File: src/rtl/sample_rate_bridge_if.sv
// ============================================================================
// Module      : sample_rate_bridge_if
// Description : Producer/consumer signal bundle for sample_rate_bridge.
// Revision    : 1.0 - initial release
// ============================================================================
`default_nettype none

interface sample_rate_bridge_if #(
  parameter int WIDTH = 32,
  parameter int DEPTH = 4,
  parameter int AW    = $clog2(DEPTH)
);
  logic             hold_mode;
  logic             in_stb;
  logic [WIDTH-1:0] in_data;
  logic             out_ready;
  logic             clr_ovf;
  logic             out_valid;
  logic [WIDTH-1:0] out_data;
  logic [AW:0]      level;
  logic             overflow;

  modport master (
    output hold_mode, in_stb, in_data, out_ready, clr_ovf,
    input  out_valid, out_data, level, overflow
  );

  modport slave (
    input  hold_mode, in_stb, in_data, out_ready, clr_ovf,
    output out_valid, out_data, level, overflow
  );
endinterface

`default_nettype wire

File: src/rtl/sample_rate_bridge.sv
// ============================================================================
// Module      : sample_rate_bridge
// Description : Strobed-sample bridge: FIFO stream mode or hold-latest mode.
// Revision    : 1.0 - initial release
// ============================================================================
`default_nettype none

module sample_rate_bridge #(
  parameter int WIDTH = 32,
  parameter int DEPTH = 4,
  parameter int AW    = $clog2(DEPTH)
) (
  input  wire logic           clk,
  input  wire logic           rst_n,
  sample_rate_bridge_if.slave bus
);

  localparam logic [AW:0]   c_full    = (AW+1)'(DEPTH);
  localparam logic [AW:0]   c_lvl_one = (AW+1)'(1);
  localparam logic [AW-1:0] c_ptr_one = AW'(1);

  logic [WIDTH-1:0] mem_q [DEPTH];

  logic [AW-1:0]    rd_ptr_q, rd_ptr_d;
  logic [AW-1:0]    wr_ptr_q, wr_ptr_d;
  logic [AW:0]      level_q, level_d;
  logic [WIDTH-1:0] hold_reg_q, hold_reg_d;
  logic             hold_valid_q, hold_valid_d;
  logic             overflow_q, overflow_d;
  logic             mode_q, mode_d;

  logic             w_flush;
  logic             w_full;
  logic             w_push;
  logic             w_pop;
  logic             w_ovf_set;
  logic             w_out_valid;

  always_comb begin
    w_flush   = bus.hold_mode != mode_q;
    w_full    = level_q == c_full;
    w_pop     = !bus.hold_mode && !w_flush && (level_q != '0) && bus.out_ready;
    w_push    = !bus.hold_mode && !w_flush && bus.in_stb && (!w_full || w_pop);
    w_ovf_set = !bus.hold_mode && !w_flush && bus.in_stb && w_full && !w_pop;

    rd_ptr_d     = rd_ptr_q;
    wr_ptr_d     = wr_ptr_q;
    level_d      = level_q;
    hold_reg_d   = hold_reg_q;
    hold_valid_d = hold_valid_q;
    mode_d       = bus.hold_mode;

    if (w_flush) begin
      rd_ptr_d     = '0;
      wr_ptr_d     = '0;
      level_d      = '0;
      hold_valid_d = 1'b0;
    end else begin
      if (w_push) wr_ptr_d = wr_ptr_q + c_ptr_one;
      if (w_pop)  rd_ptr_d = rd_ptr_q + c_ptr_one;
      case ({w_push, w_pop})
        2'b10:   level_d = level_q + c_lvl_one;
        2'b01:   level_d = level_q - c_lvl_one;
        default: level_d = level_q;
      endcase
      if (bus.hold_mode && bus.in_stb) begin
        hold_reg_d   = bus.in_data;
        hold_valid_d = 1'b1;
      end
    end

    // A drop in the same cycle as a clear must stay visible.
    if (w_ovf_set)        overflow_d = 1'b1;
    else if (bus.clr_ovf) overflow_d = 1'b0;
    else                  overflow_d = overflow_q;
  end

  always_ff @(posedge clk) begin
    mode_q <= mode_d;
    if (!rst_n) begin
      rd_ptr_q     <= '0;
      wr_ptr_q     <= '0;
      level_q      <= '0;
      hold_reg_q   <= '0;
      hold_valid_q <= 1'b0;
      overflow_q   <= 1'b0;
    end else begin
      rd_ptr_q     <= rd_ptr_d;
      wr_ptr_q     <= wr_ptr_d;
      level_q      <= level_d;
      hold_reg_q   <= hold_reg_d;
      hold_valid_q <= hold_valid_d;
      overflow_q   <= overflow_d;
    end
  end

  always_ff @(posedge clk) begin
    if (w_push) mem_q[wr_ptr_q] <= bus.in_data;
  end

  always_comb begin
    w_out_valid   = bus.hold_mode ? hold_valid_q : (level_q != '0);
    bus.out_valid = w_out_valid;
    if (!w_out_valid)      bus.out_data = '0;
    else if (bus.hold_mode) bus.out_data = hold_reg_q;
    else                   bus.out_data = mem_q[rd_ptr_q];
    bus.level    = bus.hold_mode ? '0 : level_q;
    bus.overflow = overflow_q;
  end

endmodule

`default_nettype wire

File: src/flat_wrapper.sv
// flat-port wrapper written by rule: the top's interface ports become plain ports
module sample_rate_bridge_flat 
#(
  parameter int WIDTH = 32,
  parameter int DEPTH = 4,
  parameter int AW    = $clog2(DEPTH)
)
  (clk, rst_n, bus_hold_mode, bus_in_stb, bus_in_data, bus_out_ready, bus_clr_ovf, bus_out_valid, bus_out_data, bus_level, bus_overflow);
  sample_rate_bridge_if #(.WIDTH(WIDTH), .DEPTH(DEPTH), .AW(AW)) bus_i ();
  input  wire logic clk;
  input  wire logic rst_n;
  input wire logic [$bits(bus_i.hold_mode)-1:0] bus_hold_mode;
  input wire logic [$bits(bus_i.in_stb)-1:0] bus_in_stb;
  input wire logic [$bits(bus_i.in_data)-1:0] bus_in_data;
  input wire logic [$bits(bus_i.out_ready)-1:0] bus_out_ready;
  input wire logic [$bits(bus_i.clr_ovf)-1:0] bus_clr_ovf;
  output wire logic [$bits(bus_i.out_valid)-1:0] bus_out_valid;
  output wire logic [$bits(bus_i.out_data)-1:0] bus_out_data;
  output wire logic [$bits(bus_i.level)-1:0] bus_level;
  output wire logic [$bits(bus_i.overflow)-1:0] bus_overflow;
  assign bus_i.hold_mode = bus_hold_mode;
  assign bus_i.in_stb = bus_in_stb;
  assign bus_i.in_data = bus_in_data;
  assign bus_i.out_ready = bus_out_ready;
  assign bus_i.clr_ovf = bus_clr_ovf;
  assign bus_out_valid = bus_i.out_valid;
  assign bus_out_data = bus_i.out_data;
  assign bus_level = bus_i.level;
  assign bus_overflow = bus_i.overflow;
  sample_rate_bridge #(.WIDTH(WIDTH), .DEPTH(DEPTH), .AW(AW)) u_core (.clk(clk), .rst_n(rst_n), .bus(bus_i));
endmodule
File: config.mk
export PLATFORM = sky130hd
export DESIGN_NAME = sample_rate_bridge_flat
export DESIGN_NICKNAME = d
export VERILOG_FILES = /design/src/rtl/sample_rate_bridge_if.sv /design/src/rtl/sample_rate_bridge.sv /design/src/flat_wrapper.sv
export SDC_FILE = /design/constraint.sdc
export NUM_CORES = 1
export LEC_CHECK = 0
export CAP_MARGIN = 20
export CORE_MARGIN = 1.5
export CORE_UTILIZATION = 30
export DETAILED_ROUTE_END_ITERATION = 12
export GPL_ROUTABILITY_DRIVEN = 0
export GPL_TIMING_DRIVEN = 0
export PLACE_DENSITY = 0.6
export SYNTH_ARGS = -nofsm -noshare
export SYNTH_HDL_FRONTEND = slang
export SYNTH_SLANG_ARGS = --single-unit
File: constraint.sdc
create_clock -name clk -period 4.22 [get_ports clk]
set_clock_uncertainty 0.05 [all_clocks]
set_input_delay 1.266 -clock clk [delete_from_list [all_inputs] [get_ports clk]]
set_output_delay 1.266 -clock clk [all_outputs]
set_load 0.02 [all_outputs]
# Word level (Yosys, flattened, before mapping)
# Memories as Yosys holds them, arrays and structs flattened. A register that Yosys moved wholly into a read port is not among the register bits.
# Index checks and enable logic that the tools add are counted.
[totals] output_inout_bits=37 ramBits=128 n_memories=1 input_bits=38 register_bits=42
[classes] mux=11 reduce_logical=18 eq_ne=4 add_sub_neg=4 bitwise_logic=2
[mem_list] name="u_core.mem_q" depth=4 width=32 read_ports=1 rd_clocked_by_memory_dff=1 wr=1 line="sample_rate_bridge.sv:22" source="logic [WIDTH-1:0] mem_q [DEPTH];"
[ops] cell="$mux W32" n=2
[ops] cell="$logic_and A1 B1 Y1" n=8
[ops] cell="$pmux W3 S2" n=1
[ops] cell="$mux W1" n=5
[ops] cell="$add A2 B1 Y2 const B" n=2
[ops] cell="$logic_not A1 Y1" n=4
[ops] cell="$mux W2" n=2
[ops] cell="$reduce_bool A2 Y1" n=2
[ops] cell="$add A3 B1 Y3 const B" n=1
[ops] cell="$eq A3 B3 Y1 const B" n=1
[ops] cell="$mux W3" n=1
[ops] cell="$reduce_bool A3 Y1" n=1
[ops] cell="$sub A3 B1 Y3 const B" n=1
[ops] cell="$eq A2 B1 Y1 const B" n=1
[ops] cell="$eq A2 B2 Y1 const B" n=1
[ops] cell="$not A1 Y1" n=2
[ops] cell="$reduce_and A2 Y1" n=1
[ops] cell="$reduce_or A2 Y1" n=1
[ops] cell="$logic_or A1 B1 Y1" n=1
[ops] cell="$ne A1 B1 Y1" n=1

# Depth between registers and ports, before layout
# Gate-level depths: netlist (run 1).
[logic_depth] ltp_word=9 ltp_mapped=13 mapped_depth_nobuf=11

# Worst setup path after synthesis (run 1)
# No wires, ideal clock.
[synth_timing] path_type="input-to-output" start="input bus_hold_mode" end="output bus_out_data[10]" path_slack_ns=0.461 arrival_ns=2.443 t_required_ns=2.904 cell_stages=6 cell_sequence="buf_4 or2_2 buf_2 buf_2 o22ai_1 a211oi_1"
[synth_between] elab_chain_len=2 word_cells_on_any_way=3 classes_between="mux: 3"
[synth_rtl] element="start, declared" line="flat_wrapper.sv:12" source="input wire logic [$bits(bus_i.hold_mode)-1:0] bus_hold_mode;"
[synth_rtl] element="$mux W32 or $mux W1 (tied branches)" line="sample_rate_bridge.sv:105, sample_rate_bridge.sv:102"
[synth_rtl] element="$mux W32 (*)" line="sample_rate_bridge.sv:104" source="if (!w_out_valid) bus.out_data = '0;"
[synth_rtl] element="end, declared" line="flat_wrapper.sv:18" source="output wire logic [$bits(bus_i.out_data)-1:0] bus_out_data;"
# Every way passes the cells marked *; elsewhere a longest branch is shown, timed or not.

# Worst setup path in the final report (run 1)
[layout_timing] start="input bus_hold_mode" end="output bus_out_data[13]"
# The elaborated chain is that of the path after synthesis.

==> results of run 1 <==
-- worst min-delay path, stage by stage (launching register included) --
cell and delay [ns]:
dfxtp_1 0.31, nand2_1 0.05, a21boi_1 0.05
-- cell type report --
cell class	count	area share
Buffer	33	0.0282
Clock inverter	14	0.0166
Inverter	12	0.00535
Antenna cell	1	0.000289
Clock buffer	18	0.0507
Tap cell	285	0.0412
Sequential cell	172	0.546
Timing Repair Buffer	79	0.0756
Multi-Input combinational cell	276	0.236
-- power groups by stage --
| stage | registers, µW | logic [µW] | clock network, µW |
|---|---|---|---|
| final | 1850 | 240 | 1530 |
| after global routing | 1850 | 258 | 1620 |
| after CTS | 1850 | 242 | 1550 |
| after detailed placement | 1890 | 237 | 0 |
| after global placement | 1880 | 232 | 0 |
| after floorplan | 1880 | 115 | 0 |
-- logic make-up (layout without fill, tap and decap cells) --
kind of cell	count (synthesis)	count (layout)	share of synthesized area
flops	172	172	0.680
compound gates	108	108	0.109
simple gates	94	94	0.0587
mux	65	65	0.0994
buf+inv	45	156	0.0360
fa+ha+maj	7	7	0.0137
xor+xnor	2	2	0.00252
other cells	0	1	0
-- path summary, 6_finish.rpt --
kind / to / startpoint / depth (start not counted) / slack (ns)
min: u_core.hold_reg_q[14] / u_core.hold_reg_q[14] / 2 / 0.41
min reg2reg: u_core.hold_reg_q[14] / u_core.hold_reg_q[14] / 2 / 0.41
max reg2reg: u_core.level_q[2] / u_core.level_q[2] / 9 / 1.65
max: bus_out_data[13] / bus_hold_mode / 8 / 0.12
-- routing by layer --
metal / vias up / GRT usage / wire length, µm
met5: - / 0 / 0
met2: 91 / 0.233 / 7980
met1: 2121 / 0.174 / 7280
met4: 0 / 0.0522 / 242
met3: 20 / 0.0315 / 598
li1: 2042 / - / -
-- sequential cells by signal, summed over array words and instances (netlist names), named ones only --
register	flops
u_core.wr_ptr_q	2
u_core.bus.overflow	1
u_core.hold_reg_q	32
u_core.hold_valid_q	1
u_core.rd_ptr_q	2
u_core.mem_q	128
u_core.mode_q	1
u_core.level_q	3
-- stage by stage --
stage               setup TNS (ns)  setup slack (ns)
finish                           0             0.125
global route                     0            0.0270
CTS                              0             0.126
detailed placement          -39.64            -0.795
global placement           -107.63            -0.825
floorplan                        0             0.461
-- cells in the final DEF (no fill, tap or decap), types with 2 or more instances in the layout --
cell and count:
edfxtp_1 128, nand2_1 70, dfxtp_1 44, clkdlybuf4s50_1 40, buf_2 35, mux2i_1 33, mux2_2 32, o22ai_1 29
a21boi_0 27, a211oi_1 23, clkbuf_16 17, inv_1 11, buf_6 10, buf_4 10, clkbuf_1 8, a211oi_2 8
nor2_1 7, a21oi_1 6, ha_1 6, a21boi_1 5, clkinv_2 4, nor2b_1 4, and2_2 4, clkinvlp_4 4
o22ai_2 3, o21ai_0 3, inv_6 3, buf_8 2, clkbuf_4 2, or3_1 2, xor2_1 2, bufinv_16 2
dlygate4sd2_1 2, clkdlybuf4s15_2 2
-- timing repair --
item,in CTS,in global routing
gates resized for setup,186,1
setup buffers,5,0
hold buffers,0,0
endpoints found under the setup margin,33,2
pin swaps,5,0
==> results.sh, run 1 <==
export IMPL_crit_buf_inv=5
export IMPL_final_cells=890
export IMPL_cpPeakStageDelay_ns=0.44
export IMPL_finalMaxSlewViolations=0
export IMPL_yosysUniqueCellTypes=34
export IMPL_finish_instance_area_um2=8660
export IMPL_synth_seq_cells=172
export IMPL_placed_cells=852
export IMPL_seq_area_um2=4720
export IMPL_h_tree_depth=4
export IMPL_wl_um=16100
export IMPL_clkLatencyLatePin_ns=0.42
export IMPL_finalCritPeriodShare=0.970
export IMPL_synth_top_cell_area_share=0.553
export IMPL_synth_flop_cell="edfxtp_1"
export IMPL_crit_chain="dlygate4sd2_1 -> buf_6 -> or4_4 -> o21ai_4 -> buf_6 -> buf_8 -> a211oi_2 -> buf_4"
export IMPL_nNetsFinal=636
export IMPL_hpwlAfterDp_um=10400
export IMPL_fmax_mhz=244
export IMPL_start_kind="input pin"
export IMPL_antenna_found_initial=1
export IMPL_holdWs_ns=0.406
export IMPL_syn_inst=493
export IMPL_vias=4274
export IMPL_hold_path_class="reg2reg"
export IMPL_syn_nets=538
export IMPL_path_clk_slew_ns=0.07
export IMPL_max_slew_margin_rel=0.328
export IMPL_synth_most_common_cell="edfxtp_1"
export IMPL_crit_fanout=10
export IMPL_rows=55
export IMPL_rsz0062_at_grt="false"
export IMPL_crit_path_end_kind="output pin"
export IMPL_clockBufferDepth=2
export IMPL_fin_crit_ns=4.10
export IMPL_cp_arrival_ns=2.78
export IMPL_p_clk_frac=0.423
export IMPL_routedWlPerCell_um=18.1
export IMPL_fill_cells=2165
export IMPL_dieArea_um2=24100
export IMPL_core_area_um2=22700
export IMPL_yosys_area_top_type="edfxtp_1"
export IMPL_p_per_area_nw_per_um2=418
export IMPL_grt_pass1_vias=4440
export IMPL_yosys_top_cells_area="edfxtp_1 55%, dfxtp_1 13%, mux2_2 5.2%, mux2i_1 4.8%, nand2_1 3.8%"
export IMPL_crit_slowest_cell="or4_4"
export IMPL_placed_area_um2=8050
export IMPL_cts_root_buffer="clkbuf_16"
export IMPL_grt_pass1_wl_um=24900
export IMPL_synth_area_per_cell_um2=14.1
export IMPL_setup_viol=0
export IMPL_initialDrtViolationCount=320
export IMPL_seqPwrFrac=0.511
export IMPL_cts_buffers=17
export IMPL_die_h_um=155
export IMPL_ios=75
export IMPL_crit_top_cell="buf_6"
export IMPL_grt_use_total=0.139
export IMPL_grt_max_degree=33
export IMPL_io_buffers=74
export IMPL_hold_violations=0
export IMPL_async_flop_share=0
export IMPL_p_sw_frac=0.218
export IMPL_viasPerCell=4.80
export IMPL_ir_drop_uv=237
export IMPL_status="finished, final reports clean"
export IMPL_tritoncts="yes"
export IMPL_setup_worst_path_class="in2out"
export IMPL_synth_edff_count=128
export IMPL_die_width_um=155
export IMPL_floorplan_initialDensity=0.306
export IMPL_worst_slew_pin_slew_ns=1.01
export IMPL_cp_top_family="buffers and inverters"
export IMPL_grt_ovfl_total=0
export IMPL_p_switching_uw=788
export IMPL_synth_seq_area_share=0.680
export IMPL_antenna_left=0
export IMPL_multiInputGateArea_um2=2050
export IMPL_fin_total_pwr_uw=3620
export IMPL_clkSinkCount=172
export IMPL_max_cap_violations=0
export IMPL_fin_util=0.381
export IMPL_p_int_uw=2830
export IMPL_syn_area_um2=6950
export IMPL_synthTopCellsByCount="128 x edfxtp_1, 70 x nand2_1, 44 x dfxtp_1, 33 x mux2i_1"
export IMPL_combPwrFrac=0.066
export IMPL_yosysWarnings=0
export IMPL_drc=0
export IMPL_area_growth_pct=24.7
export IMPL_p_leak_uw=0.00283
export IMPL_firstDrtPassIters=4
export IMPL_critPathRequiredTime_ns=2.90
export IMPL_drive_above_1_share=0.240
No activity file was read; power rests on OpenSTA's default activity.
==> run 2: changes to the inputs <==
--- a/config.mk
+++ b/config.mk
@@ -11,7 +11,7 @@
 export DETAILED_ROUTE_END_ITERATION = 12
 export GPL_ROUTABILITY_DRIVEN = 0
 export GPL_TIMING_DRIVEN = 0
-export PLACE_DENSITY = 0.6
+export PLACE_DENSITY = 0.61
 export SYNTH_ARGS = -nofsm -noshare
 export SYNTH_HDL_FRONTEND = slang
 export SYNTH_SLANG_ARGS = --single-unit
==> constraint.sdc (replaced) <==
create_clock -name clk -period 3.3 [get_ports clk]
set_clock_uncertainty 0.05 [all_clocks]
set_input_delay 0.99 -clock clk [delete_from_list [all_inputs] [get_ports clk]]
set_output_delay 0.99 -clock clk [all_outputs]
set_load 0.02 [all_outputs]
==> results.sh, run 2 (synthesized netlist as in run 1, its figures left out) <==
export IMPL_cts_root_buffer="clkbuf_16"
export IMPL_crit_slowest_cell="clkdlybuf4s50_1"
export IMPL_initialDrtViolationCount=285
export IMPL_vias=4279
export IMPL_clkLatencyLatePin_ns=0.43
export IMPL_antenna_found_initial=0
export IMPL_status="finished, final reports clean"
export IMPL_path_clk_slew_ns=0.06
export IMPL_fin_crit_ns=3.23
export IMPL_floorplan_initialDensity=0.306
export IMPL_drc=0
export IMPL_hold_buffers=0
export IMPL_setup_viol=0
export IMPL_clockBufferDepth=2
export IMPL_p_switching_uw=950
export IMPL_grt_ovfl_total=0
export IMPL_finalCritPeriodShare=0.977
export IMPL_grt_max_degree=33
export IMPL_hold_start="u_core.hold_reg_q[14]"
export IMPL_setup_worst_path_class="in2reg"
export IMPL_r2r_end="u_core.level_q[2]"
export IMPL_cts_buffers=17
export IMPL_nNetsFinal=636
export IMPL_die_width_um=155
export IMPL_grt_use_total=0.139
export IMPL_min_path_cells=2
export IMPL_p_sw_frac=0.206
export IMPL_wl_um=16100
export IMPL_top_regs="u_core.mem_q x128, u_core.hold_reg_q x32, u_core.level_q x3"
export IMPL_ff2ff_path_depth=9
export IMPL_drive_above_1_share=0.245
export IMPL_crit_chain="clkdlybuf4s50_1 -> nor4b_1 -> nor2_1 -> inv_1 -> ha_1 -> inv_1 -> fa_1 -> xor2_1 -> or3_1 -> a21oi_1"
export IMPL_finish_instance_area_um2=8730
export IMPL_dp_slack_ns=-1.14
export IMPL_rrSetupSlack_ns=0.69
export IMPL_p_leak_uw=0.00287
export IMPL_ios=75
export IMPL_rsz0062_at_grt="false"
export IMPL_start_kind="input pin"
export IMPL_viasPerCell=4.81
export IMPL_p_int_uw=3660
export IMPL_fmax_mhz=310
export IMPL_largest_reg_flops=128
export IMPL_layout_commonest_cell="edfxtp_1"
export IMPL_grt_pass1_wl_um=24900
export IMPL_holdWs_ns=0.408
export IMPL_max_cap_violations=0
export IMPL_hold_end="u_core.hold_reg_q[14]"
export IMPL_die_h_um=155
export IMPL_p_clk_frac=0.420
export IMPL_clkSinkCount=172
export IMPL_worst_slack_ns=0.0749
export IMPL_ir_drop_uv=362
export IMPL_worst_slew_pin_slew_ns=0.913
export IMPL_crit_fanout=7
export IMPL_crit_top_cell="inv_1"
export IMPL_firstDrtPassIters=4
export IMPL_seqPwrFrac=0.513
export IMPL_hold_violations=0
export IMPL_area_growth_pct=25.6
export IMPL_cpPeakStageDelay_ns=0.45
export IMPL_layout_common_cells="128 x edfxtp_1, 70 x nand2_1, 44 x dfxtp_1, 40 x clkdlybuf4s50_1, 33 x mux2i_1"
export IMPL_hold_path_class="reg2reg"
export IMPL_grt_pass1_vias=4554
export IMPL_h_tree_depth=4
export IMPL_finalMaxSlewViolations=0
export IMPL_routedWlPerCell_um=18.0
export IMPL_core_area_um2=22700
export IMPL_max_slew_margin_rel=0.391
export IMPL_regMostFlops="u_core.mem_q"
export IMPL_placed_area_um2=8090
export IMPL_combPwrFrac=0.067
export IMPL_rows=55
export IMPL_tritoncts="yes"
export IMPL_antenna_left=0
export IMPL_dieArea_um2=24100
export IMPL_cp_arrival_ns=3.53
export IMPL_worstReg2RegStart="u_core.level_q[0]"
export IMPL_io_buffers=74
export IMPL_critPathRequiredTime_ns=3.61
export IMPL_p_per_area_nw_per_um2=529
export IMPL_hpwlAfterDp_um=10200
export IMPL_crit_path_end_kind="flop"
## run 2: cell types whose count changed in the layout (fill, tap and decap cells not counted), sizes merged
cell / previous run / this run
buf: 58 / 61
clkinvlp: 4 / 0
clkbuf: 28 / 38
dlygate4sd2: 2 / 0
inv: 14 / 11
clkdlybuf4s15: 2 / 0
bufinv: 2 / 0
## run 2: metrics by stage
stage          total power (µW)  TNS [ns]  utilization  instances
5_1_grt                    4780         0        0.384        889
2_1_floorplan              2560         0            -        493
3_3_place_gp               2710   -214.53        0.354        852
3_5_place_dp               2720   -123.26        0.356        854
6_report                   4610         0        0.384        890
4_1_cts                    4650     -1.16        0.385        890
## run 2: worst max-delay path, delay by kind of cell
family | cells | cell delay (ns)
AND/OR/NAND/NOR | 3 | 0.99
buffers and inverters | 3 | 0.63
adder cells (fa/ha/maj) | 2 | 0.62
XOR/XNOR | 1 | 0.16
AO/OA/AOI/OAI | 1 | 0.15
## run 2: timing repair
item                                    in CTS  in global routing
pin swaps                                    7                  1
setup buffers                                7                  0
resized for setup                          207                  3
endpoints found under the setup margin     152                 82
## run 2: how the worst max path moves through the flow
stage | start | endpoint | slack (ns)
after floorplan | bus_hold_mode | u_core.level_q[2] | 0.03
after global routing | bus_out_ready | u_core.level_q[2] | 0.01
final | bus_out_ready | u_core.level_q[2] | 0.07
after CTS | bus_hold_mode | bus_out_data[28] | -0.08
after global placement | bus_hold_mode | u_core.mem_q[3][17] | -1.35
after detailed placement | bus_hold_mode | bus_out_data[1] | -1.14
## run 2: per-layer routing
layer | track usage | wire length (µm) | part of all wire
met5 | 0 | 0 | 0
met4 | 0.0522 | 304 | 0.019
met3 | 0.0351 | 1050 | 0.065
met2 | 0.233 | 7740 | 0.48
met1 | 0.174 | 6960 | 0.43
## run 2: cell type report
cell class / count / area [µm²]
Timing Repair Buffer: 83 / 723
Fill cell: 2165 / 14000
Clock buffer: 27 / 568
Clock inverter: 5 / 25.0
Buffer: 29 / 213
Tap cell: 285 / 357
Inverter: 12 / 46.3
Antenna cell: 1 / 2.50
Sequential cell: 172 / 4720
Multi-Input combinational cell: 276 / 2070
## run 2: power groups by stage
stage               Clock, µW  Combinational, µW  Sequential (µW)
detailed placement          0                305             2410
CTS                      1970                314             2370
floorplan                   0                147             2410
global placement            0                298             2410
global route             2070                334             2370
finish                   1940                309             2370
==> run 3: changes to the inputs <==
--- a/config.mk
+++ b/config.mk
@@ -11,7 +11,8 @@
 export DETAILED_ROUTE_END_ITERATION = 12
 export GPL_ROUTABILITY_DRIVEN = 0
 export GPL_TIMING_DRIVEN = 0
-export PLACE_DENSITY = 0.61
+export HOLD_SLACK_MARGIN = 0.12
+export PLACE_DENSITY = 0.6
 export SYNTH_ARGS = -nofsm -noshare
 export SYNTH_HDL_FRONTEND = slang
 export SYNTH_SLANG_ARGS = --single-unit
==> constraint.sdc (replaced) <==
create_clock -name clk -period 4.1 [get_ports clk]
set_clock_uncertainty 0.05 [all_clocks]
set_input_delay 1.23 -clock clk [delete_from_list [all_inputs] [get_ports clk]]
set_output_delay 1.23 -clock clk [all_outputs]
set_load 0.02 [all_outputs]
==> results.sh, run 3 (synthesized netlist as in run 1, its figures left out) <==
export IMPL_area_growth_pct=24.7
export IMPL_status="finished, final reports clean"
export IMPL_max_slew_margin_rel=0.335
export IMPL_grt_pass1_wl_um=24900
export IMPL_antenna_found_initial=1
export IMPL_nNetsFinal=636
export IMPL_hold_buffers=0
export IMPL_finalCritPeriodShare=0.976
export IMPL_largest_reg_flops=128
export IMPL_endpoint="bus_out_data[13]"
export IMPL_dieArea_um2=24100
export IMPL_grt_ovfl_total=0
export IMPL_fmax_mhz=250
export IMPL_p_sw_frac=0.218
export IMPL_setup_worst_path_start="bus_hold_mode"
export IMPL_dp_slack_ns=-0.843
export IMPL_seqPwrFrac=0.511
export IMPL_antenna_left=0
export IMPL_fin_crit_ns=4.00
export IMPL_hold_violations=0
export IMPL_combPwrFrac=0.066
export IMPL_ir_drop_uv=247
export IMPL_holdWs_ns=0.404
export IMPL_r2r_end="u_core.level_q[2]"
export IMPL_hold_path_class="reg2reg"
export IMPL_die_width_um=155
export IMPL_max_cap_violations=0
export IMPL_p_switching_uw=813
export IMPL_crit_fanout=10
export IMPL_hpwlAfterDp_um=10400
export IMPL_grt_pass1_vias=4440
export IMPL_wl_um=16000
export IMPL_p_clk_frac=0.423
export IMPL_floorplan_initialDensity=0.306
export IMPL_rsz0062_at_grt="false"
export IMPL_path_clk_slew_ns=0.07
export IMPL_routedWlPerCell_um=18.0
export IMPL_critPathRequiredTime_ns=2.82
export IMPL_regMostFlops="u_core.mem_q"
export IMPL_top_regs="u_core.mem_q x128, u_core.hold_reg_q x32, u_core.level_q x3"
export IMPL_ff2ff_path_depth=9
export IMPL_cts_root_buffer="clkbuf_16"
export IMPL_worst_slack_ns=0.0988
export IMPL_drive_above_1_share=0.240
export IMPL_worst_slew_pin_slew_ns=0.997
export IMPL_clkSinkCount=172
export IMPL_num_antenna_cells=0
export IMPL_rows=55
export IMPL_cp_arrival_ns=2.72
export IMPL_core_area_um2=22700
export IMPL_setup_viol=0
export IMPL_ios=75
export IMPL_vias=4264
export IMPL_layout_commonest_cell="edfxtp_1"
export IMPL_start_kind="input pin"
export IMPL_firstDrtPassIters=4
export IMPL_clockBufferDepth=2
export IMPL_p_leak_uw=0.00283
export IMPL_h_tree_depth=4
export IMPL_fin_setup_tns_ns=0
export IMPL_die_h_um=155
export IMPL_viasPerCell=4.80
export IMPL_min_path_cells=2
export IMPL_layout_common_cells="128 x edfxtp_1, 70 x nand2_1, 44 x dfxtp_1, 40 x clkdlybuf4s50_1, 34 x buf_2"
export IMPL_crit_path_end_kind="output pin"
export IMPL_p_per_area_nw_per_um2=430
export IMPL_drc=0
export IMPL_fill_cells=2166
export IMPL_initialDrtViolationCount=353
export IMPL_grt_use_total=0.139
export IMPL_grt_max_degree=33
export IMPL_tritoncts="yes"
export IMPL_multiInputGateArea_um2=2050
export IMPL_io_buffers=74
export IMPL_rrSetupSlack_ns=1.53
export IMPL_setup_worst_path_class="in2out"
export IMPL_p_int_uw=2910
export IMPL_worstReg2RegStart="u_core.level_q[0]"
export IMPL_finalMaxSlewViolations=0
export IMPL_cts_buffers=17
export IMPL_clkLatencyLatePin_ns=0.43
export IMPL_seq_area_um2=4720
run 3: stage by stage:
| stage | instances | power [µW] | area (µm²) | utilization |
|---|---|---|---|---|
| global route | 889 | 3840 | 8660 | 0.381 |
| detailed placement | 852 | 2180 | 8050 | 0.354 |
| finish | 889 | 3730 | 8660 | 0.381 |
| global placement | 852 | 2180 | 8040 | 0.354 |
| CTS | 889 | 3750 | 8660 | 0.381 |
| floorplan | 493 | 2060 | 6950 | - |
run 3: worst min path at each step:
stage	start	to	slack, ns
floorplan	u_core.hold_reg_q[14]	u_core.hold_reg_q[14]	0.39
global placement	u_core.hold_reg_q[21]	u_core.hold_reg_q[21]	0.39
detailed placement	u_core.hold_reg_q[14]	u_core.hold_reg_q[14]	0.40
CTS	u_core.hold_reg_q[14]	u_core.hold_reg_q[14]	0.41
global route	u_core.hold_reg_q[20]	u_core.hold_reg_q[20]	0.43
finish	u_core.hold_reg_q[14]	u_core.hold_reg_q[14]	0.40
run 3: metal layers:
metal | share of wire | GRT usage | up-vias | wire length (µm)
li1 | - | - | 2037 | -
met2 | 0.50 | 0.233 | 101 | 7970
met4 | 0.011 | 0.0522 | 0 | 178
met3 | 0.050 | 0.0315 | 12 | 808
met1 | 0.44 | 0.174 | 2114 | 7080
met5 | 0 | 0 | - | 0
run 3: timing repair:
action / in CTS / in global routing
pin swaps: 5 / 0
setup endpoints to repair: 33 / 10
resized for setup: 186 / 2
buffers inserted: 5 / 0
run 3: critical path, cell delays in order:
cell	delay (ns)
dlygate4sd2_1	0.26
buf_6	0.14
or4_4	0.44
o21ai_4	0.13
buf_6	0.15
buf_8	0.13
a211oi_2	0.06
buf_4	0.17
run 3: power by group through the flow:
stage | Combinational (µW) | Sequential [µW] | Clock [µW]
floorplan | 118 | 1940 | 0
global placement | 239 | 1940 | 0
detailed placement | 244 | 1940 | 0
CTS | 249 | 1900 | 1600
global route | 266 | 1900 | 1670
finish | 246 | 1900 | 1580
run 3: final cells by class:
type	instances	area share
sequential	172	0.546
multi-input combinational	276	0.236
timing repair buffer	79	0.0756
clock buffer	18	0.0507
tap	285	0.0412
buffer	33	0.0285
clock inverter	14	0.0166
inverter	12	0.00535
